===== src/rtl/nibble_word_assembler_pkg.sv =====
// Shared definitions for the nibble word assembler and its read-side selector.
// Holds the default geometry, the select width and the slot-to-bit mapping.
package nibble_word_assembler_pkg;

    localparam int NIB_W_DEF   = 4;
    localparam int NUM_NIB_DEF = 4;
    localparam int SEL_W       = $clog2(NUM_NIB_DEF);
    localparam int WORD_W_DEF  = NIB_W_DEF * NUM_NIB_DEF;

    // Fill phase of the collector: the last slot is the only one that can stall.
    typedef enum logic {
        PH_COLLECT = 1'b0,
        PH_LAST    = 1'b1
    } fill_phase_e;

    // Lowest word bit covered by a slot; shared with the read-side selector.
    function automatic int slot_offset(input int slot, input int nib_w);
        return slot * nib_w;
    endfunction

endpackage


===== src/rtl/nibble_word_assembler_if.sv =====
// Handshake bundle of the nibble word assembler: nibble stream in, word out.
// slave is the assembler's view, master the view of the source/consumer side.
interface nibble_word_assembler_if
    import nibble_word_assembler_pkg::*;
#(
    parameter int NIB_W   = NIB_W_DEF,
    parameter int NUM_NIB = NUM_NIB_DEF
);
    localparam int WORD_W   = NIB_W * NUM_NIB;
    localparam int SEL_BITS = $clog2(NUM_NIB);

    logic [NIB_W-1:0]    nib_in;
    logic                nib_valid;
    logic                nib_ready;
    logic [SEL_BITS-1:0] sel_out;
    logic [WORD_W-1:0]   word_out;
    logic                word_valid;
    logic                word_ready;

    modport master (
        output nib_in, nib_valid, word_ready,
        input  nib_ready, sel_out, word_out, word_valid
    );

    modport slave (
        input  nib_in, nib_valid, word_ready,
        output nib_ready, sel_out, word_out, word_valid
    );

endinterface


===== src/rtl/nibble_word_assembler_word_out_buffer.sv =====
// One-entry valid/ready output register. load captures a new word and raises
// valid, take drops valid, clr drops valid and keeps the data.
module word_out_buffer #(
    parameter int W = 16
) (
    input  logic         clk,
    input  logic         rst_n,
    input  logic         clr,
    input  logic         load,
    input  logic         take,
    input  logic [W-1:0] data_in,
    output logic [W-1:0] data_out,
    output logic         valid
);

    // Hold the word until the consumer takes it; a same-cycle load refills it.
    always_ff @(posedge clk or negedge rst_n) begin
        // NOTE: non-blocking assignments keep every register sampling pre-edge values.
        if (!rst_n) begin
            data_out <= '0;
            valid    <= 1'b0;
        end else if (clr) begin
            valid    <= 1'b0;
        end else if (load) begin
            data_out <= data_in;
            valid    <= 1'b1;
        end else if (take) begin
            valid    <= 1'b0;
        end
    end

endmodule


===== src/rtl/nibble_word_assembler.sv =====
// Collects a stream of nibbles into a word; slot k fills bits [k*NIB_W +: NIB_W].
// Define NIBBLE_MSB_FIRST_EN to fill the top slot first (sel_out counts down).
module nibble_word_assembler
    import nibble_word_assembler_pkg::*;
#(
    parameter int NIB_W   = NIB_W_DEF,
    parameter int NUM_NIB = NUM_NIB_DEF
) (
    input  logic                  clk,
    input  logic                  rst_n,
    input  logic                  clr,
    nibble_word_assembler_if.slave bus
);

    localparam int WORD_W   = NIB_W * NUM_NIB;
    localparam int SEL_BITS = $clog2(NUM_NIB);

`ifdef NIBBLE_MSB_FIRST_EN
    localparam logic [SEL_BITS-1:0] FIRST_SLOT = SEL_BITS'(NUM_NIB - 1);
    localparam logic [SEL_BITS-1:0] LAST_SLOT  = '0;
`else
    localparam logic [SEL_BITS-1:0] FIRST_SLOT = '0;
    localparam logic [SEL_BITS-1:0] LAST_SLOT  = SEL_BITS'(NUM_NIB - 1);
`endif

    logic [SEL_BITS-1:0] cnt;
    logic [SEL_BITS-1:0] cnt_step;
    logic [WORD_W-1:0]   staging;
    logic [WORD_W-1:0]   word_next;
    fill_phase_e         phase;
    logic                accept;
    logic                load;
    logic                take;

    assign phase         = (cnt == LAST_SLOT) ? PH_LAST : PH_COLLECT;
    // Only the closing nibble waits for the output buffer to free up.
    assign bus.nib_ready = !(phase == PH_LAST && bus.word_valid && !bus.word_ready);
    assign accept        = bus.nib_valid && bus.nib_ready && !clr;
    assign load          = accept && (phase == PH_LAST);
    assign take          = bus.word_valid && bus.word_ready;
    assign bus.sel_out   = cnt;

    // Next slot index and the word formed by merging the last nibble into staging.
    always_comb begin
        // NOTE: defaults first so every path assigns every output and no latch is inferred.
        word_next = staging;
        word_next[slot_offset(int'(LAST_SLOT), NIB_W) +: NIB_W] = bus.nib_in;
`ifdef NIBBLE_MSB_FIRST_EN
        cnt_step  = cnt - SEL_BITS'(1);
`else
        cnt_step  = cnt + SEL_BITS'(1);
`endif
    end

    // Slot counter and staging register; the last nibble bypasses staging.
    always_ff @(posedge clk or negedge rst_n) begin
        if (!rst_n) begin
            cnt     <= FIRST_SLOT;
            staging <= '0;
        end else if (clr) begin
            cnt     <= FIRST_SLOT;
        end else if (accept) begin
            if (phase == PH_LAST) begin
                cnt <= FIRST_SLOT;
            end else begin
                staging[slot_offset(int'(cnt), NIB_W) +: NIB_W] <= bus.nib_in;
                cnt <= cnt_step;
            end
        end
    end

    word_out_buffer #(
        .W(WORD_W)
    ) u_word_out_buffer (
        .clk     (clk),
        .rst_n   (rst_n),
        .clr     (clr),
        .load    (load),
        .take    (take),
        .data_in (word_next),
        .data_out(bus.word_out),
        .valid   (bus.word_valid)
    );

endmodule


===== src/flat_wrapper.sv =====
// flat-port wrapper written by rule: the top's interface ports become plain ports
module nibble_word_assembler_flat import nibble_word_assembler_pkg::*;
#(
    parameter int NIB_W   = NIB_W_DEF,
    parameter int NUM_NIB = NUM_NIB_DEF
)
  (clk, rst_n, clr, bus_nib_in, bus_nib_valid, bus_word_ready, bus_nib_ready, bus_sel_out, bus_word_out, bus_word_valid);
  nibble_word_assembler_if #(.NIB_W(NIB_W), .NUM_NIB(NUM_NIB)) bus_i ();
  input  logic clk;
  input  logic rst_n;
  input  logic clr;
  input wire logic [$bits(bus_i.nib_in)-1:0] bus_nib_in;
  input wire logic [$bits(bus_i.nib_valid)-1:0] bus_nib_valid;
  input wire logic [$bits(bus_i.word_ready)-1:0] bus_word_ready;
  output wire logic [$bits(bus_i.nib_ready)-1:0] bus_nib_ready;
  output wire logic [$bits(bus_i.sel_out)-1:0] bus_sel_out;
  output wire logic [$bits(bus_i.word_out)-1:0] bus_word_out;
  output wire logic [$bits(bus_i.word_valid)-1:0] bus_word_valid;
  assign bus_i.nib_in = bus_nib_in;
  assign bus_i.nib_valid = bus_nib_valid;
  assign bus_i.word_ready = bus_word_ready;
  assign bus_nib_ready = bus_i.nib_ready;
  assign bus_sel_out = bus_i.sel_out;
  assign bus_word_out = bus_i.word_out;
  assign bus_word_valid = bus_i.word_valid;
  nibble_word_assembler #(.NIB_W(NIB_W), .NUM_NIB(NUM_NIB)) u_core (.clk(clk), .rst_n(rst_n), .clr(clr), .bus(bus_i));
endmodule

===== config.mk =====
export PLATFORM = sky130hd
export DESIGN_NAME = nibble_word_assembler_flat
export DESIGN_NICKNAME = d
export VERILOG_FILES = /design/src/rtl/nibble_word_assembler_pkg.sv /design/src/rtl/nibble_word_assembler_if.sv /design/src/rtl/nibble_word_assembler_word_out_buffer.sv /design/src/rtl/nibble_word_assembler.sv /design/src/flat_wrapper.sv
export SDC_FILE = /design/constraint.sdc
export NUM_CORES = 1
export LEC_CHECK = 0
export CAP_MARGIN = 10
export CORE_UTILIZATION = 25
export DETAILED_ROUTE_END_ITERATION = 12
export PLACE_DENSITY = 0.56
export REMOVE_ABC_BUFFERS = 1
export SLEW_MARGIN = 20
export SYNTH_ARGS = -nofsm -noshare
export SYNTH_HDL_FRONTEND = slang
export SYNTH_SLANG_ARGS = --single-unit

===== constraint.sdc =====
create_clock -name clk -period 2.19 [get_ports clk]
set_clock_uncertainty 0.2 [all_clocks]
set_input_delay 0.438 -clock clk [delete_from_list [all_inputs] [get_ports clk]]
set_output_delay 0.438 -clock clk [all_outputs]
set_load 0.05 [all_outputs]

==> results of run 1 <==
==> through the flow <==
stage               area (µm²)  instances  hold WS [ns]
floorplan                 1350        107       -0.0576
global placement          1720        208         0.259
detailed placement        1720        208         0.268
CTS                       1840        216         0.284
global route              1840        216         0.300
finish                    1840        216         0.278
==> synthesized netlist by cell type (2+ instances only) <==
cell type / count / area share
sky130_fd_sc_hd__ha_1: 5 / 0.045
sky130_fd_sc_hd__dfrtp_1: 31 / 0.56
sky130_fd_sc_hd__o31ai_1: 2 / 0.011
sky130_fd_sc_hd__clkbuf_1: 3 / 0.0081
sky130_fd_sc_hd__nand2_1: 25 / 0.068
sky130_fd_sc_hd__inv_1: 2 / 0.0054
sky130_fd_sc_hd__mux2_4: 9 / 0.097
sky130_fd_sc_hd__mux2_2: 7 / 0.057
sky130_fd_sc_hd__nand4bb_1: 3 / 0.024
sky130_fd_sc_hd__o21ai_0: 12 / 0.043
sky130_fd_sc_hd__nor3b_1: 2 / 0.011
==> state kept, by name, indices dropped and copies added (netlist names) <==
register and count:
u_core.u_word_out_buffer.data_out 16, u_core.staging 12, u_core.bus.sel_out 2, u_core.u_word_out_buffer.valid 1
==> kinds of logic after synthesis <==
logic type | after synthesis | share of synthesized area
and+or+nand+nor | 38 | 0.148
AOI/OAI and AO/OA | 15 | 0.0594
adders and majority gates | 5 | 0.0450
muxes | 16 | 0.154
DFF | 31 | 0.558
buffers and inverters | 7 | 0.0360
==> cell type report <==
class                   count  area share
clock buffers               6      0.0448
clock inverters             2      0.0190
inverters                   2     0.00407
multi-input cells          74       0.307
flip-flops and latches     31       0.421
well taps                  70      0.0475
repair buffers             31       0.156
==> routing by layer <==
metal | up-vias | wire [µm] | global-route usage | share of wire
met5 | - | 0 | 0 | 0
li1 | 448 | - | - | -
met3 | 7 | 171 | 0.0383 | 0.062
met2 | 28 | 1250 | 0.165 | 0.45
met1 | 445 | 1300 | 0.137 | 0.47
met4 | 0 | 51 | 0.0519 | 0.018
==> report_power, final <==
| group | switching, µW | internal, µW | total (µW) |
|---|---|---|---|
| registers | 30.6 | 618 | 649 |
| clock network | 213 | 368 | 580 |
| logic | 160 | 103 | 263 |
| total | 403 | 1090 | 1490 |
==> worst reg2reg max path, stage by stage, from the launching register on <==
cell,delay (ns)
sky130_fd_sc_hd__dfrtp_2,0.45
sky130_fd_sc_hd__inv_1,0.12
sky130_fd_sc_hd__ha_1,0.36
sky130_fd_sc_hd__nor3b_1,0.42
sky130_fd_sc_hd__nand2_1,0.09
sky130_fd_sc_hd__o21ai_0,0.17
==> how the worst max path moves through the flow <==
stage               cells after the start                                          endpoint
floorplan                               4                 u_core.bus.sel_out[0]$_DFFE_PN0P_
global placement                        4  u_core.u_word_out_buffer.data_out[6]$_DFFE_PN0P_
detailed placement                      4  u_core.u_word_out_buffer.data_out[4]$_DFFE_PN0P_
CTS                                     3                                     bus_nib_ready
global route                            1                                   bus_word_out[0]
finish                                  1                                  bus_word_out[12]
==> cells in the final DEF (no fill, tap or decap), drive strengths merged, types with 2 or more instances in the layout <==
master / instances
mux2: 16
inv: 2
nand2: 25
clkbuf: 6
nand4bb: 3
o31ai: 2
nor3b: 2
ha: 5
dfrtp: 31
buf: 14
o21ai: 12
clkdlybuf4s50: 17
==> repair_timing <==
item	4_1_cts	5_1_grt
hold endpoints to repair	0	0
gates resized for setup	0	2
setup endpoints to repair	0	4
==> run_summary.xml, run 1 <==
<?xml version="1.0" encoding="UTF-8"?>
<metrics>
  <group name="worst_setup_path">
    <metric name="path_delay_family" unit="">buffers and inverters</metric>
    <metric name="timing.critical_path.arrival" unit="ns">1.48</metric>
    <metric name="critical_path_peak_fanout" unit="">2</metric>
    <metric name="timing.critical_path.buf_inv" unit="">1</metric>
    <metric name="timing.reg2reg.worst_path_depth" unit="">5</metric>
    <metric name="critical_path_class" unit="">reg -&gt; out</metric>
    <metric name="start_kind" unit="">register</metric>
    <metric name="crit_path_start" unit="">u_core.u_word_out_buffer.data_out[12]$_DFFE_PN0P_</metric>
    <metric name="rrSetupSlack" unit="ns">0.31</metric>
    <metric name="rr_endpoint" unit="">u_core.staging[2]$_DFFE_PN0P_</metric>
    <metric name="max_stage_delay" unit="ns">0.81</metric>
    <metric name="critical_path.reg2reg.startpoint" unit="">u_core.bus.sel_out[0]$_DFFE_PN0P_</metric>
    <metric name="slowest_stage" unit="">sky130_fd_sc_hd__clkdlybuf4s50_1</metric>
    <metric name="setup.worst_path.end_class" unit="">primary output</metric>
    <metric name="crit_path_cell_trace" unit="">clkdlybuf4s50_1</metric>
    <metric name="cp.required" unit="ns">1.55</metric>
  </group>
  <group name="route">
    <metric name="drt-wirelength-per-cell" unit="µm">12.8</metric>
    <metric name="total_routed_wirelength" unit="µm">2780</metric>
    <metric name="detail_route.drc_violations" unit="">0</metric>
    <metric name="detail_route.iter0.violations" unit="">14</metric>
    <metric name="vias" unit="">928</metric>
    <metric name="drt_pass1_iterations" unit="">2</metric>
    <metric name="via_per_inst" unit="">4.30</metric>
    <metric name="postRouteAntennaNets" unit="">0</metric>
  </group>
  <group name="power">
    <metric name="total_leakage_power" unit="µW">0.000834</metric>
    <metric name="ir_worst_vdd" unit="µV">350</metric>
    <metric name="cellPowerDensity" unit="nW/µm²">809</metric>
    <metric name="fin_total_pwr" unit="µW">1490</metric>
  </group>
  <group name="synthesis">
    <metric name="count_of_cell_types_in_the_netlist" unit="">22</metric>
    <metric name="async_flop_share" unit="">1.00</metric>
    <metric name="synth.cell_area" unit="µm²">1390</metric>
    <metric name="syn_area_per_cell" unit="µm²">12.4</metric>
    <metric name="ys_ff_latch" unit="">31</metric>
    <metric name="synthFlopType" unit="">sky130_fd_sc_hd__dfrtp_1</metric>
    <metric name="yosysSeqAreaShare" unit="">0.558</metric>
    <metric name="yosys_warnings" unit="">0</metric>
    <metric name="synthesis.instances" unit="">112</metric>
    <metric name="synth_enable_flop_cells" unit="">0</metric>
  </group>
  <group name="timing">
    <metric name="grt_setup_unrepaired" unit="">no</metric>
    <metric name="finalSetupViolCount" unit="">0</metric>
    <metric name="fmax" unit="MHz">473</metric>
    <metric name="drv_slew" unit="">0</metric>
    <metric name="fin_setup_tns" unit="ns">0</metric>
    <metric name="final.min_clock_period" unit="ns">2.12</metric>
    <metric name="finalHoldViolCount" unit="">0</metric>
    <metric name="timing.final.ws_setup" unit="ns">0.0739</metric>
    <metric name="slew-limit-headroom" unit="">0.665</metric>
    <metric name="worstMarginPinSlew" unit="ns">0.501</metric>
    <metric name="timing.final.crit_share" unit="">0.966</metric>
  </group>
  <group name="clock_network">
    <metric name="cts-root-to-sink-buffers" unit="">2</metric>
    <metric name="clock_tree_from_tritoncts" unit="">yes</metric>
    <metric name="clock_buffers_created_by_tritoncts" unit="">5</metric>
    <metric name="clkSlewWorstSetupHoldPaths" unit="ns">0.07</metric>
    <metric name="cts_hold_buffers" unit="">0</metric>
    <metric name="cts.sink_count" unit="">31</metric>
    <metric name="postCtsSetupBuffers" unit="">0</metric>
    <metric name="clock-root-buffer" unit="">sky130_fd_sc_hd__clkbuf_8</metric>
    <metric name="clock_network_latency_to_the_later_pin_of_the_worst_skew_pair" unit="ns">0.29</metric>
    <metric name="clock_tree.htree_level_count" unit="">2</metric>
  </group>
  <group name="floorplan">
    <metric name="floorplan.die.height" unit="µm">76.6</metric>
    <metric name="rows" unit="">26</metric>
    <metric name="area_of_the_core" unit="µm²">5240</metric>
    <metric name="floorplan.initialDensity" unit="">0.265</metric>
    <metric name="floorplan.die.width" unit="µm">76.6</metric>
    <metric name="i_o_pin_count" unit="">29</metric>
    <metric name="die_area" unit="µm²">5860</metric>
  </group>
  <group name="cells_and_area">
    <metric name="multi_input_area" unit="µm²">567</metric>
    <metric name="nNetsFinal" unit="">159</metric>
    <metric name="syn_to_final_growth" unit="%">32.7</metric>
    <metric name="seqCellArea" unit="µm²">777</metric>
    <metric name="fin_util" unit="">0.352</metric>
    <metric name="num_antenna_cells" unit="">0</metric>
    <metric name="number_of_fillers_in_the_final_layout" unit="">521</metric>
    <metric name="layout-drive-gt1-share" unit="">0.295</metric>
  </group>
  <group name="global_route">
    <metric name="grt.overflow.total" unit="">0</metric>
    <metric name="number_of_global_route_vias_before_repair" unit="">998</metric>
    <metric name="grt_start_max_net_pins" unit="">32</metric>
    <metric name="track_usage" unit="">0.109</metric>
    <metric name="grt_first_pass_wirelength" unit="µm">4910</metric>
    <metric name="number_of_antenna_violations_at_the_first_check_in_global_routing" unit="">0</metric>
  </group>
  <group name="min_path">
    <metric name="min-delay-start" unit="">u_core.staging[9]$_DFFE_PN0P_</metric>
    <metric name="hp-class" unit="">reg -&gt; reg</metric>
    <metric name="whs_path_depth" unit="">2</metric>
    <metric name="timing.hold.worst_endpoint" unit="">u_core.staging[9]$_DFFE_PN0P_</metric>
  </group>
  <group name="run">
    <metric name="maxCapViolations" unit="">0</metric>
  </group>
  <group name="placement">
    <metric name="dp_slack" unit="ns">0.00754</metric>
    <metric name="globalplace.congestion" unit="">0.732</metric>
    <metric name="io_buffer_count" unit="">28</metric>
    <metric name="dp_hpwl" unit="µm">2000</metric>
  </group>
  <group name="outcome">
    <metric name="outcome" unit="">finished clean</metric>
  </group>
</metrics>
No activity file was read; power rests on OpenSTA's default activity.
==> inputs of run 2 (changes only) <==
- GPL_ROUTABILITY_DRIVEN: not set -> 0
==> results of run 2 <==
No change in the layout: final DEF, timing and power equal those of run 1.
